==> src/rtl/gpr_dbg_access_pkg.sv <==
// rtl/gpr_dbg_access_pkg.sv - shared GPR bus widths and debug-access FSM encodings
package gpr_dbg_access_pkg;

    localparam int RegAddrBus = 5;
    localparam int RegBus     = 32;

    typedef logic [RegAddrBus-1:0] reg_addr_t;
    typedef logic [RegBus-1:0]     reg_data_t;

    // Encodings are fixed so the debug module can decode busy context.
    typedef enum logic [1:0] {
        ST_IDLE  = 2'd0,
        ST_READ  = 2'd1,
        ST_WRITE = 2'd2,
        ST_RESP  = 2'd3
    } dbg_state_e;

endpackage

==> src/rtl/gpr_dbg_access.sv <==
// rtl/gpr_dbg_access.sv - debug read/burst-read/write engine for the GPR file (write path: DBG_GPR_WRITE_EN)
module gpr_dbg_access
    import gpr_dbg_access_pkg::*;
#(
    parameter int BURST_W = 5
) (
    input  logic               clk,
    input  logic               rst_n,
    input  logic               dbg_req_i,
    output logic               dbg_ready_o,
    input  logic               dbg_we_i,
    input  logic [4:0]         dbg_addr_i,
    input  logic [BURST_W-1:0] dbg_len_i,
    input  logic [31:0]        dbg_wdata_i,
    output logic               dbg_rvalid_o,
    input  logic               dbg_rready_i,
    output logic [31:0]        dbg_rdata_o,
    output logic               dbg_err_o,
    output logic               dbg_busy_o,
    input  logic               core_halted_i,
    output logic [4:0]         bus_raddr_o,
    input  logic [31:0]        bus_data_i,
    input  logic               core_we_i,
    output logic               reg_we_o,
    output logic [4:0]         reg_waddr_o,
    output logic [31:0]        reg_wdata_o
);

`ifdef DBG_GPR_WRITE_EN
    localparam logic WrDisabled = 1'b0;
    reg_data_t wdata_q;
`else
    localparam logic WrDisabled = 1'b1;
    logic unused_wr;
    assign unused_wr = ^{dbg_wdata_i, core_we_i};
`endif

    dbg_state_e         state_q;
    dbg_state_e         state_d;
    reg_addr_t          addr_q;
    logic [BURST_W-1:0] beats_q;
    reg_data_t          rdata_q;
    logic               err_q;

    always_ff @(posedge clk or negedge rst_n) begin
        if (!rst_n) begin
            state_q <= ST_IDLE;
        end else begin
            state_q <= state_d;
        end
    end

    always_comb begin
        state_d = state_q;
        case (state_q)
            ST_IDLE: begin
                if (dbg_req_i) begin
                    if (!core_halted_i) begin
                        state_d = ST_RESP;
                    end else if (dbg_we_i) begin
`ifdef DBG_GPR_WRITE_EN
                        state_d = ST_WRITE;
`else
                        state_d = ST_RESP;
`endif
                    end else begin
                        state_d = ST_READ;
                    end
                end
            end
            ST_READ: state_d = ST_RESP;
            ST_WRITE: begin
`ifdef DBG_GPR_WRITE_EN
                // The core write port always wins; wait for a free cycle.
                if (!core_we_i) begin
                    state_d = ST_RESP;
                end
`else
                state_d = ST_IDLE;
`endif
            end
            ST_RESP: begin
                if (dbg_rready_i) begin
                    state_d = (beats_q != '0) ? ST_READ : ST_IDLE;
                end
            end
            default: state_d = ST_IDLE;
        endcase
    end

    always_ff @(posedge clk or negedge rst_n) begin
        if (!rst_n) begin
            addr_q  <= '0;
            beats_q <= '0;
            rdata_q <= '0;
            err_q   <= 1'b0;
`ifdef DBG_GPR_WRITE_EN
            wdata_q <= '0;
`endif
        end else begin
            case (state_q)
                ST_IDLE: begin
                    if (dbg_req_i) begin
                        addr_q  <= dbg_addr_i;
                        beats_q <= '0;
                        rdata_q <= '0;
                        err_q   <= 1'b0;
`ifdef DBG_GPR_WRITE_EN
                        wdata_q <= dbg_wdata_i;
`endif
                        if (!core_halted_i) begin
                            err_q <= 1'b1;
                        end else if (dbg_we_i) begin
                            err_q <= WrDisabled;
                        end else begin
                            beats_q <= dbg_len_i;
                        end
                    end
                end
                ST_READ: begin
                    if (core_halted_i) begin
                        rdata_q <= (addr_q == '0) ? '0 : bus_data_i;
                        err_q   <= 1'b0;
                    end else begin
                        // Losing halt mid-burst ends the burst after this error beat.
                        rdata_q <= '0;
                        err_q   <= 1'b1;
                        beats_q <= '0;
                    end
                end
`ifdef DBG_GPR_WRITE_EN
                ST_WRITE: begin
                    if (!core_we_i) begin
                        rdata_q <= '0;
                        err_q   <= (addr_q == '0);
                    end
                end
`endif
                ST_RESP: begin
                    if (dbg_rready_i && (beats_q != '0)) begin
                        beats_q <= beats_q - {{(BURST_W-1){1'b0}}, 1'b1};
                        addr_q  <= addr_q + reg_addr_t'(1);
                    end
                end
                default: ;
            endcase
        end
    end

    always_comb begin
        dbg_ready_o  = (state_q == ST_IDLE);
        dbg_busy_o   = (state_q != ST_IDLE);
        dbg_rvalid_o = (state_q == ST_RESP);
        dbg_rdata_o  = (state_q == ST_RESP) ? rdata_q : '0;
        dbg_err_o    = (state_q == ST_RESP) && err_q;
        bus_raddr_o  = (state_q == ST_READ) ? addr_q : '0;
`ifdef DBG_GPR_WRITE_EN
        reg_we_o     = (state_q == ST_WRITE) && !core_we_i && (addr_q != '0);
        reg_waddr_o  = reg_we_o ? addr_q : '0;
        reg_wdata_o  = reg_we_o ? wdata_q : '0;
`else
        reg_we_o     = 1'b0;
        reg_waddr_o  = '0;
        reg_wdata_o  = '0;
`endif
    end

endmodule

==> config.mk <==
export PLATFORM = sky130hd
export DESIGN_NAME = gpr_dbg_access
export DESIGN_NICKNAME = d
export VERILOG_FILES = /design/src/rtl/gpr_dbg_access_pkg.sv /design/src/rtl/gpr_dbg_access.sv
export SDC_FILE = /design/constraint.sdc
export NUM_CORES = 1
export LEC_CHECK = 0
export CAP_MARGIN = 15
export CORE_MARGIN = 10
export CORE_UTILIZATION = 38
export CTS_CLUSTER_DIAMETER = 80
export DETAILED_ROUTE_END_ITERATION = 10
export PLACE_DENSITY = 0.81
export REMOVE_ABC_BUFFERS = 1
export SLEW_MARGIN = 10
export SYNTH_ARGS = -nofsm -noshare
export SYNTH_HDL_FRONTEND = slang
export SYNTH_SLANG_ARGS = --single-unit
==> constraint.sdc <==
create_clock -name clk -period 2.4 [get_ports clk]
set_clock_uncertainty 0.15 [all_clocks]
set_input_delay 0.6 -clock clk [delete_from_list [all_inputs] [get_ports clk]]
set_output_delay 0.6 -clock clk [all_outputs]
set_load 0.03 [all_outputs]
==> results of run 1 <==
-- layout make-up --
type,instances,share of cell area [%]
Clock buffer,7,2.575
Sequential cell,45,30.10
Multi-Input combinational cell,257,37.53
Timing Repair Buffer,104,25.45
Clock inverter,1,0.1338
Tap cell,99,3.311
Inverter,9,0.9030
-- synthesized netlist by cell type (all sizes together) --
cell	n
a211oi	2
o221ai	1
inv	9
o31ai	2
or2b	1
a211o	1
or4b	2
clkbuf	14
mux2	4
nor2b	1
a21oi	1
nand3	8
nand4	4
nand2	74
or3	1
o211a	1
or4	1
conb	1
nand4b	1
o22ai	2
o21ai	43
and2	38
nor3	3
nand2b	1
dfrtp	45
nor4b	1
mux2i	4
o211ai	1
ha	8
a41o	1
nor2	8
a2bb2oi	3
buf	40
nand3b	1
-- cells by family (layout without fill, tap and decap cells) --
kind of cell               after synthesis  after routing
muxes                                    8              8
DFF                                     45             45
adders and majority gates                8              8
buffers and inverters                   63            121
and+or+nand+nor                        145            145
AOI/OAI and AO/OA                       58             58
other                                    1             38
-- where the power goes --
part / switching [mW] / leakage (nW) / internal [mW]
logic: 1.55 / 1.13 / 1.02
clock network: 0.255 / 0.0542 / 0.261
registers: 0.208 / 0.594 / 1.08
total: 2.01 / 1.77 / 2.36
-- stage by stage --
step | cell area (um2) | hold slack (ns) | TNS (ns)
6_report | 3741 | 0.3262 | 0
5_1_grt | 3741 | 0.3499 | -0.04266
4_1_cts | 3735 | 0.3348 | 0
3_5_place_dp | 3623 | 0.3028 | -0.07861
3_3_place_gp | 3623 | 0.3037 | 0
2_1_floorplan | 2546 | 0.1544 | -19.04
-- layout by cell type (no fill, tap or decap), types with 2 or more instances in the layout --
| cell type | synthesis | routed |
|---|---|---|
| nand2_1 | 74 | 74 |
| buf_4 | 38 | 49 |
| clkdlybuf4s50_1 | 0 | 46 |
| dfrtp_1 | 45 | 45 |
| o21ai_0 | 43 | 43 |
| and2_1 | 38 | 38 |
| conb_1 | 1 | 38 |
| inv_1 | 9 | 9 |
| nand3_1 | 8 | 8 |
| nor2_1 | 8 | 8 |
| clkbuf_8 | 0 | 7 |
| ha_1 | 8 | 6 |
| mux2_2 | 4 | 4 |
| nand4_1 | 4 | 4 |
| buf_12 | 0 | 4 |
| mux2i_1 | 4 | 3 |
| nor3_1 | 3 | 3 |
| a2bb2oi_1 | 3 | 3 |
| a211oi_1 | 2 | 2 |
| o22ai_1 | 2 | 2 |
| o31ai_1 | 2 | 2 |
| ha_2 | 0 | 2 |
| dlygate4sd2_1 | 0 | 2 |
-- per-layer routing --
layer | GRT usage (%) | vias up
met5 | 0 | -
li1 | - | 1190
met1 | 14.68 | 1129
met4 | 4.314 | 0
met3 | 5.786 | 13
met2 | 22.18 | 104
-- worst max-delay path: stages, from the launching register on --
cell and delay, ns:
dfrtp_1 0.41, ha_2 0.30, buf_4 0.22, and2_1 0.16
buf_4 0.16
-- timing repair --
action / CTS / global route
hold endpoints to repair: 6 / 0
hold buffers: 1 / 0
setup endpoints to repair: 12 / 15
resized for setup: 3 / 2
-- state kept, by name, indices dropped and copies added, names as in the netlist --
signal,cells
addr_q,5
beats_q,5
err_q,1
rdata_q,32
state_q,2
-- how the worst max path moves through the flow --
stage                                   end  depth (start not counted)
finish                      dbg_rdata_o[20]                          4
global placement     beats_q[4]$_DFFE_PN0P_                          5
detailed placement  rdata_q[14]$_DFFE_PN0P_                          5
global route                 bus_raddr_o[0]                          5
CTS                         dbg_rdata_o[10]                          4
floorplan                 err_q$_DFFE_PN0P_                          5
==> results.toml, run 1 <==
[route]
highest_layer = "met4"
detailroute.wirelength.met2_mm = 3.497
drt-vias-per-instance = 4.667
ant_nets = 0
via_count = 2436
drt_first_iter_violations = 66
met1_length_mm = 3.224
drt-wirelength-per-cell_um = 14.48
met3_length_um = 720
detail_route.drc_violations = 0
drt-total-wl_mm = 7.558
detailedRoute.firstPassIterationCount = 6

[worst_setup_path]
path_max_fanout = 16
worstReg2RegEnd = "rdata_q[14]$_DFFE_PN0P_"
critical_path_required_ns = 1.65
worstReg2RegStart = "state_q[0]$_DFFE_PN0P_"
worst_setup_path_end_kind = "primary output"
worst_r2r_path_depth = 6
crit_arrival_ns = 1.55
rrSetupSlack_ns = 0.24
worstSetupPathType = "flip-flop to primary output"
worst_setup_sp = "state_q[1]$_DFFE_PN0P_"
startpoint_class_of_the_critical_path = "flip-flop"

[sta]
final_hold_viol_count = 0
setup_slack_ns = 0.1040
fin_crit_sh_pct = 95.67
drv_slew = 0
worst-slew-pin-transition_ns = 0.6510
finalCriticalPeriod_ns = 2.296
max_clock_freq_ghz = 0.4355
rsz0062_at_grt = "yes"
setup-violations-final = 0
slew_hr_pct = 56.60

[placement]
dp.cells = 513
numPortBuffers = 88
hpwl_mm = 5.893
gp_congestion = 0.9094
place_worst_setup_slack_ns = -0.05690

[min_path]
launch_instance_of_the_worst_min_delay_path = "rdata_q[4]$_DFFE_PN0P_"
hold-path-endpoint = "rdata_q[4]$_DFFE_PN0P_"
min-delay-path-class = "flip-flop to flip-flop"
whs_path_depth = 2

[final_layout]
stdcell_count = 522
finish.net_count = 511
multi_input_comb_area_mm2 = 0.001404
register_area_mm2 = 0.001126
syn_to_final_growth_pct = 35.29
final_core_utilization_pct = 52.14
fillers = 679
final_layout_size_suffix_gt1_share_pct = 18.20
diodes = 0

[clocking]
cts_inserted_buffers = 5
cts_root_buffer = "clkbuf_8"
postCtsSetupRepairBufs = 0
clk_pin_slew_ns = 0.08
max-clock-path-buffers = 2
clock_tree.htree_level_count = 2
cts_tree = "done"
clock_latency_ns = 0.29
clock-sinks = 45

[synthesis]
yosys_warnings = 0
post_synth.cell_area_avg_um2 = 8.430
synthesized_area_fraction_occupied_by_ao_oa_aoi_and_oai_cells_pct = 12.53
synth.area.mux_share_pct = 3.077
count_of_state_elements_after_synthesis = 45
post_synth_inst_count = 328
synth_top_family_by_area = "simple AND/OR/NAND/NOR gates"
xor_xnor_share_of_the_synthesized_area_pct = 0
synthesis.area_mm2 = 0.002765
synth_simple_gate_area_share_pct = 25.75
post_synth_main_area_contributors = "dfrtp_1, buf_4, nand2_1"
synth_top_area_share_pct = 40.72
yosys.area.top_type = "dfrtp_1"
post_synth_num_cell_types = 38
synth-adder-area-share_pct = 3.620
sequential_cell_area_fraction_in_the_yosys_report_pct = 40.72

[die]
die-area_mm2 = 0.01109
initial_utilization_pct = 38.54
fp.dieW_um = 105.3
design.core.area_mm2 = 0.007176
dieHeight_um = 105.3
io_pins = 160
floorplan.rows = 31

[power]
leakagePower_nw = 1.773
power_per_cell_area_mw_per_mm2 = 1169
irDropWorstVdd_mv = 0.4334
report.power.total_mw = 4.372

[job]
max_cap_viols = 0

[global_routing]
grt.total_usage_pct = 13.21
maximum_number_of_pins_on_one_net_before_global_route_repair = 34
number_of_global_route_vias_before_repair = 2628
grt-ovfl-total = 0
antenna_found_initial = 0
global_route_wire_length_before_repair_mm = 12.49

[run_status]
status = "complete, no violations"
Power figures use the tool's default switching activity.
==> inputs of run 2 (changes only) <==
--- a/config.mk
+++ b/config.mk
@@ -9,6 +9,7 @@
 export CORE_MARGIN = 10
 export CORE_UTILIZATION = 38
 export CTS_CLUSTER_DIAMETER = 80
+export CTS_CLUSTER_SIZE = 28
 export DETAILED_ROUTE_END_ITERATION = 10
 export PLACE_DENSITY = 0.81
 export REMOVE_ABC_BUFFERS = 1
==> results of run 2 <==
The final DEF is identical to that of run 1; final timing and power are the same.
==> variant: new RTL, config.mk and constraints of run 1 <==
The parameter `BURST_W` goes from 5 to 4.
--- a/src/rtl/gpr_dbg_access.sv
+++ b/src/rtl/gpr_dbg_access.sv
@@ -2,7 +2,7 @@
 module gpr_dbg_access
     import gpr_dbg_access_pkg::*;
 #(
-    parameter int BURST_W = 5
+    parameter int BURST_W = 4
 ) (
     input  logic               clk,
     input  logic               rst_n,
Interface: changed (resized dbg_len_i); port bits go from 160 to 159. The function was not compared with the original's and may differ.
==> variant against run 1 <==
- sequential cell count decreased by 1
- setup slack improved by 12 ps
- routed wire length is 14% lower
- final area shrank 8.7%
- area after synthesis down 9.5%
- highest routed layer unchanged
- cell count down 20%
- power fell by 3.8%
- largest power group unchanged
- via count shrank 18%
- non-clock buffer count fell by 3
- die area shrank 7.8%
==> variant: results (changes against run 1) <==
| Metric | Value |
|---|---|
| Status | finished, final reports clean (unchanged) |
| Area contributors post-synth | dfrtp_1, buf_4, a22o_1, and2_1, ha_1 (was dfrtp_1, buf_4, nand2_1, and2_1, o21ai_0) |
| Buffers on Ports | 87 (was 88) |
| Placed instance count | 412 (was 513) |
| LEAKAGE | 1.67 nW (was 1.77 nW) |
| Share of cells above drive strength 1 | 0.201 (was 0.182) |
| Total Routing Usage GR | 0.126 (was 0.132) |
| Fin nets | 429 (was 511) |
| Top Registers | rdata_q (32), addr_q (5), beats_q (4) (was rdata_q (32), addr_q (5), beats_q (5)) |
| CTS Hold Buffers Added | 0 (was 1) |
| Synth cell types | 32 (was 38) |
| Maximum number of pins on one net before global-route repair | 33 (was 34) |
| Max VDD drop | 0.907 mV (was 0.433 mV) |
| Sequential-to-total area share from yosys stat | 0.440 (was 0.407) |
| Cell Count, Final, Fillers Out | 420 (was 522) |
| Top post-synthesis cells by count | dfrtp_1, and2_1, buf_4, a22o_1, clkbuf_1 (was nand2_1, dfrtp_1, o21ai_0, and2_1, buf_4) |
| GR Layer Usage met1 | 0.153 (was 0.147) |
| Worst Path Arrival | 1530 ps (was 1550 ps) |
| Layout fillers | 578 (was 679) |
| WL final | 6.51 mm (was 7.56 mm) |
| Via total after detailed routing | 2009 (was 2436) |
| Met2 usage | 0.200 (was 0.222) |
| Critical Path Start | state_q[0] (was state_q[1]) |
| HPWL reported at the end of detailed placement | 5.11 mm (was 5.89 mm) |
| Post-CTS Resized | 2 (was 3) |
| Slew headroom | 0.622 (was 0.566) |
| DR iter-0 viols | 51 (was 66) |
| GPL Wtd Cong | 0.861 (was 0.909) |
variant: cell types whose count changed after synthesis, moves of 3 or more:
cell and change:
a21oi_1 +4, nand3_1 -5, o21ai_0 -34, a2bb2oi_1 -3
clkbuf_2 -3, nand2_1 -67, o22a_1 +5, a22o_1 +32
variant: stage by stage:
step	hold WS [ps]	power [mW]	worst slack (ps)	utilization
finish	150	4.21	116	0.535
global route	172	4.56	0.174	0.535
CTS	158	4.25	20.3	0.534
detailed placement	335	3.77	47.6	0.520
global placement	332	3.70	60.5	0.520
floorplan	154	2.83	-786	-
variant: worst paths after layout:
check | end | slack, ps | depth (start not counted)
worst max-delay path | dbg_rdata_o[27] | 120 | 4
worst min-delay path | state_q[1] | 150 | 1
worst max register to register | addr_q[0] | 220 | 7
worst min register to register | rdata_q[2] | 350 | 1
max in group asynchronous | rdata_q[0] | 1380 | 2
min in group clk | rdata_q[2] | 350 | 1
variant: cell type report:
type	instances	area (µm²)	area share
multi-input combinational	179	1170	0.343
sequential	44	1100	0.322
timing repair buffer	101	912	0.267
tap	77	96.3	0.0282
clock buffer	7	86.3	0.0253
inverter	11	41.3	0.0121
clock inverter	1	7.51	0.00220
variant: cell families after synthesis:
logic type | after synthesis | synth area share
and+or+nand+nor | 73 | 0.174
buffers and inverters | 63 | 0.155
AOI/OAI and AO/OA | 56 | 0.173
DFF | 44 | 0.440
adders and majority gates | 7 | 0.0350
muxes | 5 | 0.0215
other | 1 | 0.00150
variant: power by group through the flow:
stage	clock network, mW	logic [mW]	registers [mW]
2_1_floorplan	0	1.60	1.23
3_3_place_gp	0	2.41	1.29
3_5_place_dp	0	2.48	1.30
4_1_cts	0.498	2.47	1.29
5_1_grt	0.533	2.68	1.35
6_report	0.477	2.44	1.29
variant: metal layers:
layer | wire length, µm | vias to the layer above
li1 | - | 970
met1 | 2680 | 929
met2 | 2970 | 105
met3 | 809 | 5
met4 | 49 | 0
met5 | 0 | -
variant: critical path: stages, from the launching register on:
cell	delay [ps]
dfrtp_1	390
ha_1	270
buf_6	240
and2_1	170
buf_4	160
